==> src/rtl/note_stream_rx.sv <==
// rtl/note_stream_rx.sv - note stream UART receiver with byte decode and note FIFO
//
// Receives 8N1 frames (8E1 when NOTE_RX_PARITY_EN is defined), decodes each
// byte into a 4-bit note, an end-of-song marker or a code error, and buffers
// notes in a first-word-fall-through FIFO.
//
// Ports:
//   clk        system clock
//   rst        asynchronous active-low reset
//   rx         serial line, idle high, asynchronous to clk
//   clr        synchronous flush of FIFO and overflow
//   rd_en      pop FIFO head (ignored when empty)
//   note_out   FIFO head note, 0 when empty
//   note_valid FIFO non-empty
//   fill       FIFO occupancy
//   song_end   one-cycle pulse on byte 0xFF
//   frame_err  one-cycle pulse on bad stop bit (or bad parity)
//   code_err   one-cycle pulse on an undefined byte
//   overflow   sticky, a note was dropped on a full FIFO
module note_stream_rx #(
   parameter int CLKS_PER_BIT = 10417,
   parameter int FIFO_DEPTH   = 16
) (
   input  logic                          clk,
   input  logic                          rst,
   input  logic                          rx,
   input  logic                          clr,
   input  logic                          rd_en,
   output logic [3:0]                    note_out,
   output logic                          note_valid,
   output logic [$clog2(FIFO_DEPTH):0]   fill,
   output logic                          song_end,
   output logic                          frame_err,
   output logic                          code_err,
   output logic                          overflow
);

   localparam int TW = $clog2(CLKS_PER_BIT);
   localparam int AW = $clog2(FIFO_DEPTH);
   localparam logic [TW-1:0] HALF_M1 = TW'(CLKS_PER_BIT / 2 - 1);
   localparam logic [TW-1:0] FULL_M1 = TW'(CLKS_PER_BIT - 1);
   localparam logic [AW:0]   DEPTH   = (AW + 1)'(FIFO_DEPTH);

   typedef enum logic [2:0] {
      S_IDLE, S_START, S_DATA, S_STOP, S_BREAK
`ifdef NOTE_RX_PARITY_EN
      , S_PARITY
`endif
   } state_t;

   state_t          state, state_nx;
   logic            rx_m, rx_s;
   logic [TW-1:0]   timer;
   logic [2:0]      bit_cnt;
   logic [7:0]      shreg;
   logic            tick;
   logic            load_half, load_full, shift_en, byte_ok, bad_frame, par_ok;
   logic            push_q;
   logic [3:0]      push_note;

   // Two-flop synchronizer; resets to the idle level so no false start.
   always_ff @(posedge clk or negedge rst) begin
      if (!rst) begin
         rx_m <= 1'b1;
         rx_s <= 1'b1;
      end else begin
         rx_m <= rx;
         rx_s <= rx_m;
      end
   end

   assign tick = (timer == '0);

`ifdef NOTE_RX_PARITY_EN
   logic par_bit, par_en;
   always_ff @(posedge clk or negedge rst) begin
      if (!rst)        par_bit <= 1'b0;
      else if (par_en) par_bit <= rx_s;
   end
   assign par_ok = ~^{shreg, par_bit};
`else
   assign par_ok = 1'b1;
`endif

   // State register
   always_ff @(posedge clk or negedge rst) begin
      if (!rst) state <= S_IDLE;
      else      state <= state_nx;
   end

   // Next-state logic
   always_comb begin
      state_nx = state;
      case (state)
         S_IDLE:   if (!rx_s) state_nx = S_START;
         S_START:  if (tick) state_nx = rx_s ? S_IDLE : S_DATA;
`ifdef NOTE_RX_PARITY_EN
         S_DATA:   if (tick && bit_cnt == 3'd7) state_nx = S_PARITY;
         S_PARITY: if (tick) state_nx = S_STOP;
`else
         S_DATA:   if (tick && bit_cnt == 3'd7) state_nx = S_STOP;
`endif
         S_STOP:   if (tick) state_nx = rx_s ? S_IDLE : S_BREAK;
         S_BREAK:  if (rx_s) state_nx = S_IDLE;
         default:  state_nx = S_IDLE;
      endcase
   end

   // Output / datapath control
   always_comb begin
      load_half = 1'b0;
      load_full = 1'b0;
      shift_en  = 1'b0;
      byte_ok   = 1'b0;
      bad_frame = 1'b0;
`ifdef NOTE_RX_PARITY_EN
      par_en    = 1'b0;
`endif
      case (state)
         S_IDLE:  load_half = !rx_s;
         S_START: load_full = tick && !rx_s;
         S_DATA: begin
            shift_en  = tick;
            load_full = tick;
         end
`ifdef NOTE_RX_PARITY_EN
         S_PARITY: begin
            par_en    = tick;
            load_full = tick;
         end
`endif
         S_STOP: begin
            byte_ok   = tick && rx_s && par_ok;
            bad_frame = tick && !(rx_s && par_ok);
         end
         default: ;
      endcase
   end

   // Bit timer, bit counter and shift register
   always_ff @(posedge clk or negedge rst) begin
      if (!rst) begin
         timer   <= '0;
         bit_cnt <= '0;
         shreg   <= '0;
      end else begin
         if (load_half)      timer <= HALF_M1;
         else if (load_full) timer <= FULL_M1;
         else if (!tick)     timer <= timer - TW'(1);
         if (state != S_DATA) bit_cnt <= '0;
         else if (shift_en)   bit_cnt <= bit_cnt + 3'd1;
         if (shift_en) shreg <= {rx_s, shreg[7:1]};
      end
   end

   // Decode stage: pulses and push request are registered on the stop sample.
   always_ff @(posedge clk or negedge rst) begin
      if (!rst) begin
         song_end  <= 1'b0;
         code_err  <= 1'b0;
         frame_err <= 1'b0;
         push_q    <= 1'b0;
         push_note <= '0;
      end else begin
         song_end  <= byte_ok && (shreg == 8'hFF);
         code_err  <= byte_ok && (shreg != 8'hFF) && (shreg[7:4] != 4'h0);
         frame_err <= bad_frame;
         push_q    <= byte_ok && (shreg[7:4] == 4'h0);
         push_note <= shreg[3:0];
      end
   end

   // Note FIFO
   logic [3:0]    mem [FIFO_DEPTH];
   logic [AW-1:0] wr_ptr, rd_ptr;
   logic [AW:0]   count;
   logic          full, do_pop, do_push;

   assign full    = (count == DEPTH);
   assign do_pop  = rd_en && (count != '0) && !clr;
   // A full FIFO still accepts a push when a pop frees a slot on the same edge.
   assign do_push = push_q && !clr && (!full || do_pop);

   always_ff @(posedge clk) begin
      if (do_push) mem[wr_ptr] <= push_note;
   end

   always_ff @(posedge clk or negedge rst) begin
      if (!rst) begin
         wr_ptr   <= '0;
         rd_ptr   <= '0;
         count    <= '0;
         overflow <= 1'b0;
      end else if (clr) begin
         wr_ptr   <= '0;
         rd_ptr   <= '0;
         count    <= '0;
         overflow <= 1'b0;
      end else begin
         if (do_push) wr_ptr <= wr_ptr + AW'(1);
         if (do_pop)  rd_ptr <= rd_ptr + AW'(1);
         if (do_push && !do_pop)      count <= count + (AW + 1)'(1);
         else if (do_pop && !do_push) count <= count - (AW + 1)'(1);
         if (push_q && !do_push) overflow <= 1'b1;
      end
   end

   assign note_out   = (count != '0) ? mem[rd_ptr] : 4'h0;
   assign note_valid = (count != '0);
   assign fill       = count;

endmodule

==> config.mk <==
export PLATFORM = sky130hd
export DESIGN_NAME = note_stream_rx
export DESIGN_NICKNAME = d
export VERILOG_FILES = /design/src/rtl/note_stream_rx.sv
export SDC_FILE = /design/constraint.sdc
export NUM_CORES = 1
export LEC_CHECK = 0
export CAP_MARGIN = 20
export CELL_PAD_IN_SITES_DETAIL_PLACEMENT = 0
export CELL_PAD_IN_SITES_GLOBAL_PLACEMENT = 2
export CORE_UTILIZATION = 42
export CTS_BUF_LIST = sky130_fd_sc_hd__clkbuf_16
export DETAILED_ROUTE_END_ITERATION = 16
export PLACE_DENSITY = 0.84
export RECOVER_POWER = 25
export SYNTH_ARGS = -nofsm -noshare
export SYNTH_HDL_FRONTEND = slang
export SYNTH_SLANG_ARGS = --single-unit
==> constraint.sdc <==
create_clock -name clk -period 4.27 [get_ports clk]
set_input_delay 0.6405 -clock clk [delete_from_list [all_inputs] [get_ports clk]]
set_output_delay 0.6405 -clock clk [all_outputs]
set_load 0.02 [all_outputs]
**Yosys cells after proc, flatten, opt, wreduce, memory -nomap -nowiden**

Memory sizes are Yosys's and may differ from the RTL's.
Cells that the tools add are included.

- Add/sub/neg operators: 6
- Mux-type cells: 30
- Equality and inequality tests: 15
- Reductions and logical operators: 31

Operators with widths:

| operator | number |
|---|---|
| $mux 14 | 3 |
| $mux 3 | 8 |
| $mux 4 | 5 |
| $mux 5 | 3 |
| $pmux 3 s5 | 1 |
| $logic_and 1x1->1 | 14 |
| $logic_not 14->1 | 1 |
| $sub 14x1->14 const B | 1 |
| $ne 2x2->1 const B | 5 |
| $add 4x1->4 const B | 2 |
| $eq 8x8->1 const B | 1 |
| $mux 1 | 8 |
| $ne 8x8->1 const B | 1 |
| $reduce_bool 2->1 | 4 |
| $eq 3x2->1 const B | 2 |
| $eq 3x3->1 const B | 2 |
| $add 5x1->5 const B | 1 |
| $eq 5x5->1 const B | 1 |
| $logic_not 1->1 | 5 |
| $reduce_and 5->1 | 1 |
| $reduce_bool 5->1 | 1 |
| $sub 5x1->5 const B | 1 |
| $logic_not 4->1 | 1 |
| $reduce_bool 4->1 | 1 |
| other kinds (9) | 9 |

- Memories kept: 1
- Input bits: 5
- Output and inout bits: 14
- Bits in writable memories: 64
- Register bits: 52

Memories:

| memory | words | width | read ports | clocked after Yosys merged registers in | wr ports | line | source |
|---|---|---|---|---|---|---|---|
| mem | 16 | 4 | 1 | 0 | 1 | 174 | `logic [3:0] mem [FIFO_DEPTH];` |

**Depth between registers and ports, before layout**

- Depth after elaboration: 10
- Mapped depth: 10
- Mapped depth without buffers: 8

**Least setup slack after synthesis**

No wires, ideal clock.

- Path type: reg-to-reg
- Start point: register count[0] (netlist: fill[0])
- End point: register count[4] (netlist: fill[4])
- Arrival time: 2.655 ns
- Setup time: 0.136 ns
- Stages on the path, launching flop included: 10
- Data required time: 4.134 ns
- Path buffers: 1
- Path slack: 1.479 ns
- Period minus slack after synthesis: 2.791 ns
- Path through: dfrtp_1 > nor4_1 > a311oi_1 > clkbuf_1 > nand2_1 > fa_1 > a211o_1 > o21a_1 > o211ai_1 > a31oi_1

- Word-level cells in the longest chain between the ends: 8
- Elaborated cells between the ends (all ways): 17

Ends and longest elaborated chain:

| element | line | source |
|---|---|---|
| start: declaration | 176 | `logic [AW:0] count;` |
| start signal: assignment | 202 | `if (do_push && !do_pop) count <= count + (AW + 1)'(1);` |
| start signal: assignment | 203 | `else if (do_pop && !do_push) count <= count - (AW + 1)'(1);` |
| branches (longest 8 deep; another with $sub 5x1->5) | - |  |

Several ways; the timed one is not identified. The select of a mux whose other input is x is not followed.
A chain may end at the register's enable or synchronous reset.

**Worst setup path after layout**

- Start point: register rd_ptr[1]
- End point: output note_out[1]

- Word-level cells in the longest chain between the ends: 2

Ends and longest elaborated chain:

| element | line | source |
|---|---|---|
| start: declaration | 175 | `logic [AW-1:0] wr_ptr, rd_ptr;` |
| start signal: assignment | 201 | `if (do_pop) rd_ptr <= rd_ptr + AW'(1);` |
| $mem_v2 16x4 | - |  |
| $mux 4 | 208 | `assign note_out = (count != '0) ? mem[rd_ptr] : 4'h0;` |
| end: declaration | 29 | `output logic [3:0] note_out,` |

Every way passes these cells.

==> impl_metrics.yaml <==
outcome:
  status: "finished, violations left"
  violations: "capacitance limit, slew limit"
global_route:
  grtUsageMet2_pct: 26.2
  top_usage_layer: "met2"
  grt_util_all_layers_pct: 16.8
  met3_usage_pct: 4.82
  grt_max_degree: 53
  grt-ovfl-total: 0
  met1_usage_pct: 22.6
  antenna_found_initial: 0
  grt_pass1_vias: 3082
  grt_pass1_wl_mm: 16.2
drt:
  firstDrtPassIters: 5
  via_per_inst: 5.52
  ant_nets: 0
  vias: 2986
  wl_per_cell_um: 17.6
  wirelength_mm: 9.54
  post-route-drc-count: 0
  drt_iter0_markers: 209
critical_path:
  cp_slowest_cell: "dfrtp_1"
  endpoint_kind: "output pin"
  crit_top_cell: "mux4_2"
  crit_chain: "mux4_2 > mux4_2 > nor2b_1 > clkdlybuf4s50_1"
  r2r-end: "fill[4]$_DFFE_PN0P_"
  cp_max_fo: 19
  crit_cells: 4
  cp_num_buf_inv: 1
  critPathKind: "flip-flop to output pin"
  cp.required_ns: 3.63
  r2r-start: "fill[1]$_DFFE_PN0P_"
  arrival_ns: 2.92
  max_stage_delay_ns: 0.89
  rr_worst_depth: 8
  critPathLaunchType: "flip-flop"
  r2r_slack_ns: 1.30
  crit_family: "multiplexers"
sta:
  min_period_over_period_pct: 83.5
  fin_setup_tns_ns: 0
  tightest_slew_ns: 2.76
  slew_headroom_pct: -84.2
  fmax_ghz: 0.281
  hold_viol_final: 0
  grt_setup_unrepaired: "no"
  maxSlewViolCount: 53
  finalCriticalPeriod_ns: 3.56
  fin_skew_ns: 0.0198
  setup_viol: 0
  finalWorstSetupSlack_ns: 0.706
clock_network:
  cts_sinks: 116
  clkLatencyLatePin_ns: 0.41
  clk_pin_slew_ns: 0.05
  post_cts_resized: 0
  root_buffer: "clkbuf_16"
  ctsHoldBuffers: 0
  clk_path_buf_depth: 2
  numCtsBuffers: 17
  htreeDepth: 4
  post-cts-setup-buffer-count: 0
  cts_tree: "built"
power:
  p_sw_uw: 718
  pwr-share-comb_pct: 12.7
  peakVddDrop_mv: 0.271
  p_leak_nw: 2.44
  switching_share_pct: 25.0
  internal-power_mw: 2.16
  p_clk_share_pct: 43.3
  p_per_area_nw_per_um2: 478
  seqPwrFrac_pct: 44.0
run:
  drv_cap: 1
final_layout:
  fin_nets: 399
  layout_commonest_cell: "edfxtp_1"
  drive_gt1_share_pct: 17.0
  final_cell_mix: "64 x edfxtp_1, 50 x dfrtp_1, 20 x mux4_2, 17 x nor2_1, 17 x clkbuf_16"
  area_growth_syn_to_layout_pct: 16.1
  antenna_cells: 0
floorplanning:
  die_area_um2: 12800
  fp.dieW_um: 113
  ioPinCount: 19
  core_area_um2: 12000
  num_rows: 40
  dieHeight_um: 113
  start_util_pct: 43.1
logic_synthesis:
  synth-async-reset-ratio_pct: 44.8
  synth_top_cell_area_share_pct: 37.1
  yosysTopAreaCell: "edfxtp_1"
  syn_nets: 373
  synth_seq_cells: 116
  syn_avg_cell_area_um2: 14.6
  synth_ff_type: "edfxtp_1"
  synth.top_cells.by_area: "edfxtp_1 37%, dfrtp_1 24%, mux4_2 8.7%"
  yosysWarnings: 0
  syn_area_um2: 5180
  netlist-cell-type-count: 54
  netlist_instances: 355
  synth-edff-count: 64
  yosysSeqAreaShare_pct: 62.3
place:
  routabilityCongestion: 0.762
  place_ws_ns: 0.960
  hpwlAfterDp_mm: 6.29
  port_buffers: 18
min_path:
  min_from: "rx_m$_DFF_PN1_"
  hold_end: "rx_s$_DFF_PN1_"
  whs_path_depth: 0
  holdCritPathClass: "flip-flop to flip-flop"
## through the flow
step                      hold WS (ns)  total power [mW]  util [%]  instances  cell area [µm²]
after CTS                        0.355              2.91      50.1        541             6020
final                            0.354              2.87      50.1        541             6010
after floorplan                  0.345              1.54         -        355             5180
after detailed placement         0.348              1.66      45.7        509             5490
after global placement           0.346              1.65      45.7        509             5490
after global routing             0.363              3.00      50.1        541             6010
## synthesized netlist by cell type (3+ instances only)
| library cell | number |
|---|---|
| nor2_1 | 17 |
| nor3_1 | 5 |
| nor3b_1 | 3 |
| nor4_2 | 3 |
| nand2_1 | 14 |
| xnor2_1 | 6 |
| nand2b_1 | 4 |
| and4_1 | 5 |
| a211oi_1 | 3 |
| mux2i_1 | 4 |
| or3_1 | 5 |
| and2_1 | 9 |
| or4_1 | 4 |
| clkbuf_1 | 8 |
| inv_1 | 10 |
| ha_1 | 12 |
| a21oi_1 | 9 |
| o21ai_0 | 5 |
| mux2_2 | 11 |
| dfrtp_1 | 50 |
| mux4_2 | 20 |
| nand3_1 | 13 |
| nor2b_1 | 8 |
| edfxtp_1 | 64 |
| and3_1 | 7 |
| nor4_1 | 4 |
| xor2_1 | 5 |
| o211ai_1 | 7 |
| nand4_1 | 5 |
## logic make-up after synthesis
group                    Yosys count  share of synthesized area [%]
flip-flops                       116                           62.3
AO/OA/AOI/OAI                     45                           6.12
buffers and inverters             25                           2.22
multiplexers                      36                           12.1
adder cells (fa/ha/maj)           13                           3.29
XOR/XNOR                          11                           1.86
AND/OR/NAND/NOR                  109                           12.1
## metal layers
metal,wire length [µm],part of all wire (%),vias up
met3,290,3.0,12
met1,4470,47,1505
met2,4670,49,48
met5,0,0,-
met4,106,1.1,0
li1,-,-,1421
## worst max-delay path by stage
stage / slack (ns) / startpoint / end
floorplan: 1.48 / fill[0]$_DFFE_PN0P_ / fill[4]$_DFFE_PN0P_
global placement: 1.00 / rd_en / fill[4]$_DFFE_PN0P_
detailed placement: 0.96 / rd_en / fill[4]$_DFFE_PN0P_
CTS: 0.67 / rd_ptr[1]$_DFFE_PN0P_ / note_out[1]
global route: 0.59 / rd_ptr[1]$_DFFE_PN0P_ / note_out[1]
finish: 0.71 / rd_ptr[1]$_DFFE_PN0P_ / note_out[1]
## power groups by stage
stage | sequential (mW) | combinational (mW) | clock (mW)
CTS | 1.26 | 0.375 | 1.27
detailed placement | 1.28 | 0.373 | 0
global placement | 1.28 | 0.369 | 0
global route | 1.27 | 0.404 | 1.33
floorplan | 1.27 | 0.272 | 0
finish | 1.26 | 0.365 | 1.24
## flip-flops by register name (all words and copies together) (netlist names)
register	flops
song_end	1
rd_ptr	4
mem	64
push_q	1
rx_s	1
frame_err	1
push_note	4
overflow	1
code_err	1
rx_m	1
state	3
shreg	8
fill	5
bit_cnt	3
wr_ptr	4
timer	14
## layout make-up
class                   instances  area, µm²
fillers                      1034       6000
flip-flops and latches        116       3230
repair buffers                 22        201
well taps                     147        184
clock buffers                  17        425
multi-input cells             214       1840
inverters                      10       37.5
clock inverters                15        103
## worst register-to-register path, stage by stage (launching register included)
cell	delay, ns
dfrtp_1	0.45
or4_1	0.66
o21ai_1	0.33
nand2_1	0.23
fa_1	0.45
a211o_1	0.32
o21a_1	0.13
o211ai_1	0.18
a31oi_1	0.10
Note: power is estimated with default switching activity, not from simulation.
